File: src/rtl/ripple_adder_pkg.sv
// Shared constants for the ripple-carry adder slice.
// Sub-modules and the top import this package so the default width has one home.
package ripple_adder_pkg;

    localparam int ADDER_WIDTH = 4;

endpackage : ripple_adder_pkg

File: src/rtl/full_adder.sv
// One-bit full-adder cell: the repeating element of the ripple-carry chain.
module full_adder (
    input  logic a,
    input  logic b,
    input  logic cin,
    output logic s,
    output logic cout
);

    logic halfSum;

    assign halfSum = a ^ b;
    assign s       = halfSum ^ cin;
    assign cout    = (a & b) | (cin & halfSum);

endmodule : full_adder

File: src/rtl/ripple_adder.sv
// Unsigned WIDTH-bit ripple-carry adder with carry-in/carry-out.
// The result is registered, so the block has a one-cycle latency.
module ripple_adder
    import ripple_adder_pkg::*;
#(
    parameter int WIDTH = ADDER_WIDTH
) (
    input  logic             clk,
    input  logic             rst_n,
    input  logic [WIDTH-1:0] A,
    input  logic [WIDTH-1:0] B,
    input  logic             CI,
    output logic [WIDTH-1:0] SUM,
    output logic             CO
);

    logic [WIDTH-1:0] sumBits;
    logic [WIDTH-1:0] sum_d, sum_q;
    logic             co_d, co_q;

    // Each stage keeps its own carry signal rather than sharing one packed
    // vector, so the chain stays free of self-referencing combinational nets.
    for (genvar i = 0; i < WIDTH; i++) begin : stage
        logic cin;
        logic cout;

        if (i == 0) begin : g_first
            assign cin = CI;
        end else begin : g_chain
            assign cin = stage[i-1].cout;
        end

        full_adder u_fa (
            .a    (A[i]),
            .b    (B[i]),
            .cin  (cin),
            .s    (sumBits[i]),
            .cout (cout)
        );
    end

    assign sum_d = sumBits;
    assign co_d  = stage[WIDTH-1].cout;

    always_ff @(posedge clk or negedge rst_n) begin
        if (!rst_n) begin
            sum_q <= '0;
            co_q  <= 1'b0;
        end else begin
            sum_q <= sum_d;
            co_q  <= co_d;
        end
    end

    assign SUM = sum_q;
    assign CO  = co_q;

endmodule : ripple_adder

File: config.mk
export PLATFORM = sky130hd
export DESIGN_NAME = ripple_adder
export DESIGN_NICKNAME = d
export VERILOG_FILES = /design/src/rtl/ripple_adder_pkg.sv /design/src/rtl/full_adder.sv /design/src/rtl/ripple_adder.sv
export SDC_FILE = /design/constraint.sdc
export NUM_CORES = 1
export LEC_CHECK = 0
export CORE_AREA = 2 2 39 41
export DETAILED_ROUTE_END_ITERATION = 12
export DIE_AREA = 0 0 41 43
export MAX_ROUTING_LAYER = met4
export PLACE_DENSITY = 0.44
export SYNTH_ARGS = -nofsm -noshare
export SYNTH_HDL_FRONTEND = slang
export SYNTH_HIERARCHICAL = 1
export SYNTH_SLANG_ARGS = --single-unit
File: constraint.sdc
create_clock -name clk -period 0.8 [get_ports clk]
set_input_delay 0.12 -clock clk [delete_from_list [all_inputs] [get_ports clk]]
set_output_delay 0.12 -clock clk [all_outputs]
set_load 0.03 [all_outputs]
; After elaboration in Yosys (flattened, before gate mapping)
; Cells that the tools add are included.
[word_totals]
ff_bits = 5
out_inout_bits = 5
word_cells = 22
[classes]
bitwise = 20
[ops]
columns = operator, count
row1 = AND 1 bit, 8
row2 = bitwise XOR 1 bit, 8
row3 = OR 1 bit, 4

; Logic depth before layout (Yosys ltp)
; Gate-level depths: netlist of run 1.
[logic_depth]
word_depth = 9
ltp_mapped = 4

; Modules after synthesis
; The synthesis of run 1 kept the hierarchy.
[modules_own_cells]
columns = mod, instances, cells_per_inst, area_per_inst_um2
row1 = ripple_adder, 1, 5, 125.1
row2 = full_adder, 4, 1, 20.0

; Worst setup path before layout of run 1
; No wires, ideal clock.
[synth_path]
kind = input to register
start = input A[0]
end = register sum_q[3] (netlist: SUM[3])
t_arrival_ns = 1.716
t_required_ns = 0.664
path_slack_ns = -1.051
stages = 4
cell_sequence = fa_1 fa_1 fa_1 fa_1
[synth_between]
elab_chain_len = 8
word_cells_on_any_way = 9
cone_classes = bitwise: 9
[synth_rtl]
columns = element, line_no
row1 = start: declaration, ripple_adder.sv:10  ; input logic [WIDTH-1:0] A,
row2 = bitwise XOR 1 bit, full_adder.sv:12  ; assign halfSum = a ^ b;
row3 = AND 1 bit, full_adder.sv:14  ; assign cout = (a & b) | (cin & halfSum);
row4 = OR 1 bit *, full_adder.sv:14
row5 = AND 1 bit *, full_adder.sv:14
row6 = OR 1 bit *, full_adder.sv:14
row7 = net stage[1].cout, ripple_adder.sv:25  ; logic cout;
row8 = AND 1 bit *, full_adder.sv:14
row9 = OR 1 bit *, full_adder.sv:14
row10 = net stage[2].cout, ripple_adder.sv:25
row11 = bitwise XOR 1 bit *, full_adder.sv:13  ; assign s = halfSum ^ cin;
row12 = net sumBits[3], ripple_adder.sv:17  ; logic [WIDTH-1:0] sumBits;
row13 = end signal: assignment, ripple_adder.sv:50  ; sum_q <= sum_d;
row14 = end: declaration, ripple_adder.sv:18  ; logic [WIDTH-1:0] sum_d, sum_q;
; Mark *: on every way through the listed nets, which the timed path passes. The rest lies on a longest branch.

; Worst setup path after layout of run 1
[layout_path]
start = input A[0]
end = register sum_q[3] (netlist: SUM[3])
[layout_between]
elab_chain_len = 8
word_cells_on_any_way = 9
cone_classes = bitwise: 9
[layout_rtl]
columns = element, line_no
row1 = bitwise XOR 1 bit, full_adder.sv:12
row2 = AND 1 bit, full_adder.sv:14
row3 = OR 1 bit *, full_adder.sv:14
row4 = net stage[0].cout, ripple_adder.sv:25
row5 = AND 1 bit *, full_adder.sv:14
row6 = OR 1 bit *, full_adder.sv:14
row7 = net stage[1].cout, ripple_adder.sv:25
row8 = AND 1 bit *, full_adder.sv:14
row9 = OR 1 bit *, full_adder.sv:14
row10 = net stage[2].cout, ripple_adder.sv:25
row11 = bitwise XOR 1 bit *, full_adder.sv:13
row12 = net sumBits[3], ripple_adder.sv:17
; Marks and branches as above.

==> flow_summary.ini, run 1 <==
[global_route]
grt_max_degree = 6
antenna_found_initial = 0
first_global_vias = 167
grt.overflow.total = 0
grt_pass1_wl_um = 565
track_usage_pct = 5.63

[setup_path]
worstPathMaxFanout = 1
path_cells = buf_6 -> fa_2 -> fa_2 -> fa_2 -> fa_1
worst-endpoint-arrival_ns = 1.75
cp-start-kind = primary input
crit_top_cell = fa_2
critPathKind = primary input to flop
end_kind = flop
required_ns = 0.90
critPathTopFamily = adder cells
cpPeakStageDelay_ns = 0.44
cpMaxStageDelayCell = fa_1
path_buf_inv = 1

[floorplanning]
core_area_um2 = 1380
fp-row-count = 14
ios = 16
start_util_pct = 14.8
die_area_um2 = 1760
die_x_um = 41
die-height_um = 43

[logic_synthesis]
synth_top_area_share_pct = 61.0
yosysSeqAreaShare_pct = 61.0
synth_top_area_cell = dfrtp_1
netlist_instances = 9
synth.area.top_cells = dfrtp_1 61%, fa_1 39%
synth_warnings = 6
ys_types = 2
ys_ff_latch = 5
syn-cell-area_um2 = 205
syn_nets = 24
syn_avg_cell_area_um2 = 22.8

[min_path]
worstHoldPathType = primary input to asynchronous set/reset pin

[pwr]
power_leakage_nw = 0.175
ir_worst_vdd_mv = 0.529
p_per_area_nw_per_um2 = 2110

[clock_network]
cts_buffer_depth = 2
postCtsSetupRepairBufs = 0
cts_tree = built
cts_buffers = 3
clk_pin_slew_ns = 0.04
clock_sinks = 5
cts_root_buffer = clkbuf_4
h-tree-depth = 1

[flow_run]
max_cap_violations = 0

[detailed_routing]
wl_um = 365
drt_iter0_drc = 0
ant_nets = 0
drc = 0
drt-vias-per-instance = 3.18
dr.pass1.iters = 1
num_vias = 140
wl_per_cell_um = 8.30

[cells_and_area]
seqCellArea_um2 = 125
nNetsFinal = 44
n_antenna_cell = 0
fillCellCount = 144
multi_input_area_um2 = 87.6
drive_gt1_share_pct = 50.0
finalNonFillerCells = 44
area_delta_synth_final_pct = 101
final_common_cell = buf_6
final_cell_mix = 7 x buf_6, 6 x clkdlybuf4s50_1, 5 x dfrtp_1, 3 x clkbuf_4, 3 x fa_2

[sta]
period_share_pct = 206
tightest_slew_ns = 0.205
rsz0062_at_grt = true
slew_viol_final = 0
fin_ws_ns = -0.851
setup_tns_ns = -2.58
fin_crit_ns = 1.65
hold_violations = 0
maxSlewHeadroom_pct = 86.3
timing.fmax_mhz = 606
setup_viol_count_final = 9
timing.hold.ws_ns = 0.0953

[place]
place_inst = 40
numPortBuffers = 15
place_congestion = 0.576

[run_status]
violations = negative setup slack
status = finished, violations left
-- flip-flops by register name, summed over array words and instances (netlist names) --
signal	cells
SUM	4
CO	1
-- cell families after synthesis --
| logic type | after synthesis | share of synthesized area (%) |
|---|---|---|
| DFF | 5 | 61.0 |
| adders and majority gates | 4 | 39.0 |
-- repair_timing --
action,in CTS,in global routing
hold buffers,0,0
endpoints found under the setup margin,10,9
gates resized for setup,19,1
pin swaps,4,4
-- layer usage --
layer	wire length [um]	part of all wire (%)	global-route usage [%]
met4	0	0	8.00
met2	164	45	6.56
met1	118	32	6.04
met5	0	0	-
met3	82	22	1.57
-- final timing paths --
path | cells after the start | slack (ns) | to | from
setup / recovery | 5 | -0.85 | SUM[3] | A[0]
hold / removal | 1 | 0.1 | SUM[1] | rst_n
max in group asynchronous | 1 | 0.53 | SUM[3] | rst_n
min in group clk | 2 | 0.17 | SUM[0] | CI
-- stage by stage --
step | instance area, um2 | utilization, % | power [mW] | worst slack, ns
after detailed placement | 370 | 26.8 | 0.569 | -1.46
after CTS | 405 | 29.3 | 0.892 | -0.875
after global placement | 370 | 26.8 | 0.565 | -1.45
after floorplan | 213 | - | 0.425 | -0.944
final | 412 | 29.7 | 0.869 | -0.851
after global routing | 412 | 29.7 | 0.940 | -0.869
-- layout make-up --
type / count / area share [%]
repair buffers: 15 / 37.1
flip-flops and latches: 5 / 30.4
multi-input cells: 4 / 21.3
clock buffers: 4 / 6.38
well taps: 16 / 4.86
-- report_power, final --
group / leakage (nW) / switching [mW] / internal (mW) / total [mW]
clock network: 0.0150 / 0.0915 / 0.188 / 0.279
registers: 0.0583 / 0.0177 / 0.295 / 0.313
logic: 0.102 / 0.137 / 0.140 / 0.277
total: 0.175 / 0.246 / 0.623 / 0.869
-- cells in the mapped netlist --
library cell and count:
dfrtp_1 5, fa_1 4
Note: power is estimated with default switching activity, not from simulation.
==> run 2: changes to the inputs <==
--- a/config.mk
+++ b/config.mk
@@ -10,6 +10,7 @@
 export DIE_AREA = 0 0 41 43
 export MAX_ROUTING_LAYER = met4
 export PLACE_DENSITY = 0.44
+export SKIP_LAST_GASP = 1
 export SYNTH_ARGS = -nofsm -noshare
 export SYNTH_HDL_FRONTEND = slang
 export SYNTH_HIERARCHICAL = 1
==> results of run 2 <==
Same layout as run 1: the final DEF is identical, and so are final timing and power.
==> run 3: changes to the inputs <==
--- a/config.mk
+++ b/config.mk
@@ -8,6 +8,7 @@
 export CORE_AREA = 2 2 39 41
 export DETAILED_ROUTE_END_ITERATION = 12
 export DIE_AREA = 0 0 41 43
+export HOLD_SLACK_MARGIN = 0.1
 export MAX_ROUTING_LAYER = met4
 export PLACE_DENSITY = 0.44
 export SKIP_LAST_GASP = 1
==> results of run 3 <==
Same layout as run 1: the final DEF is identical, and so are final timing and power.
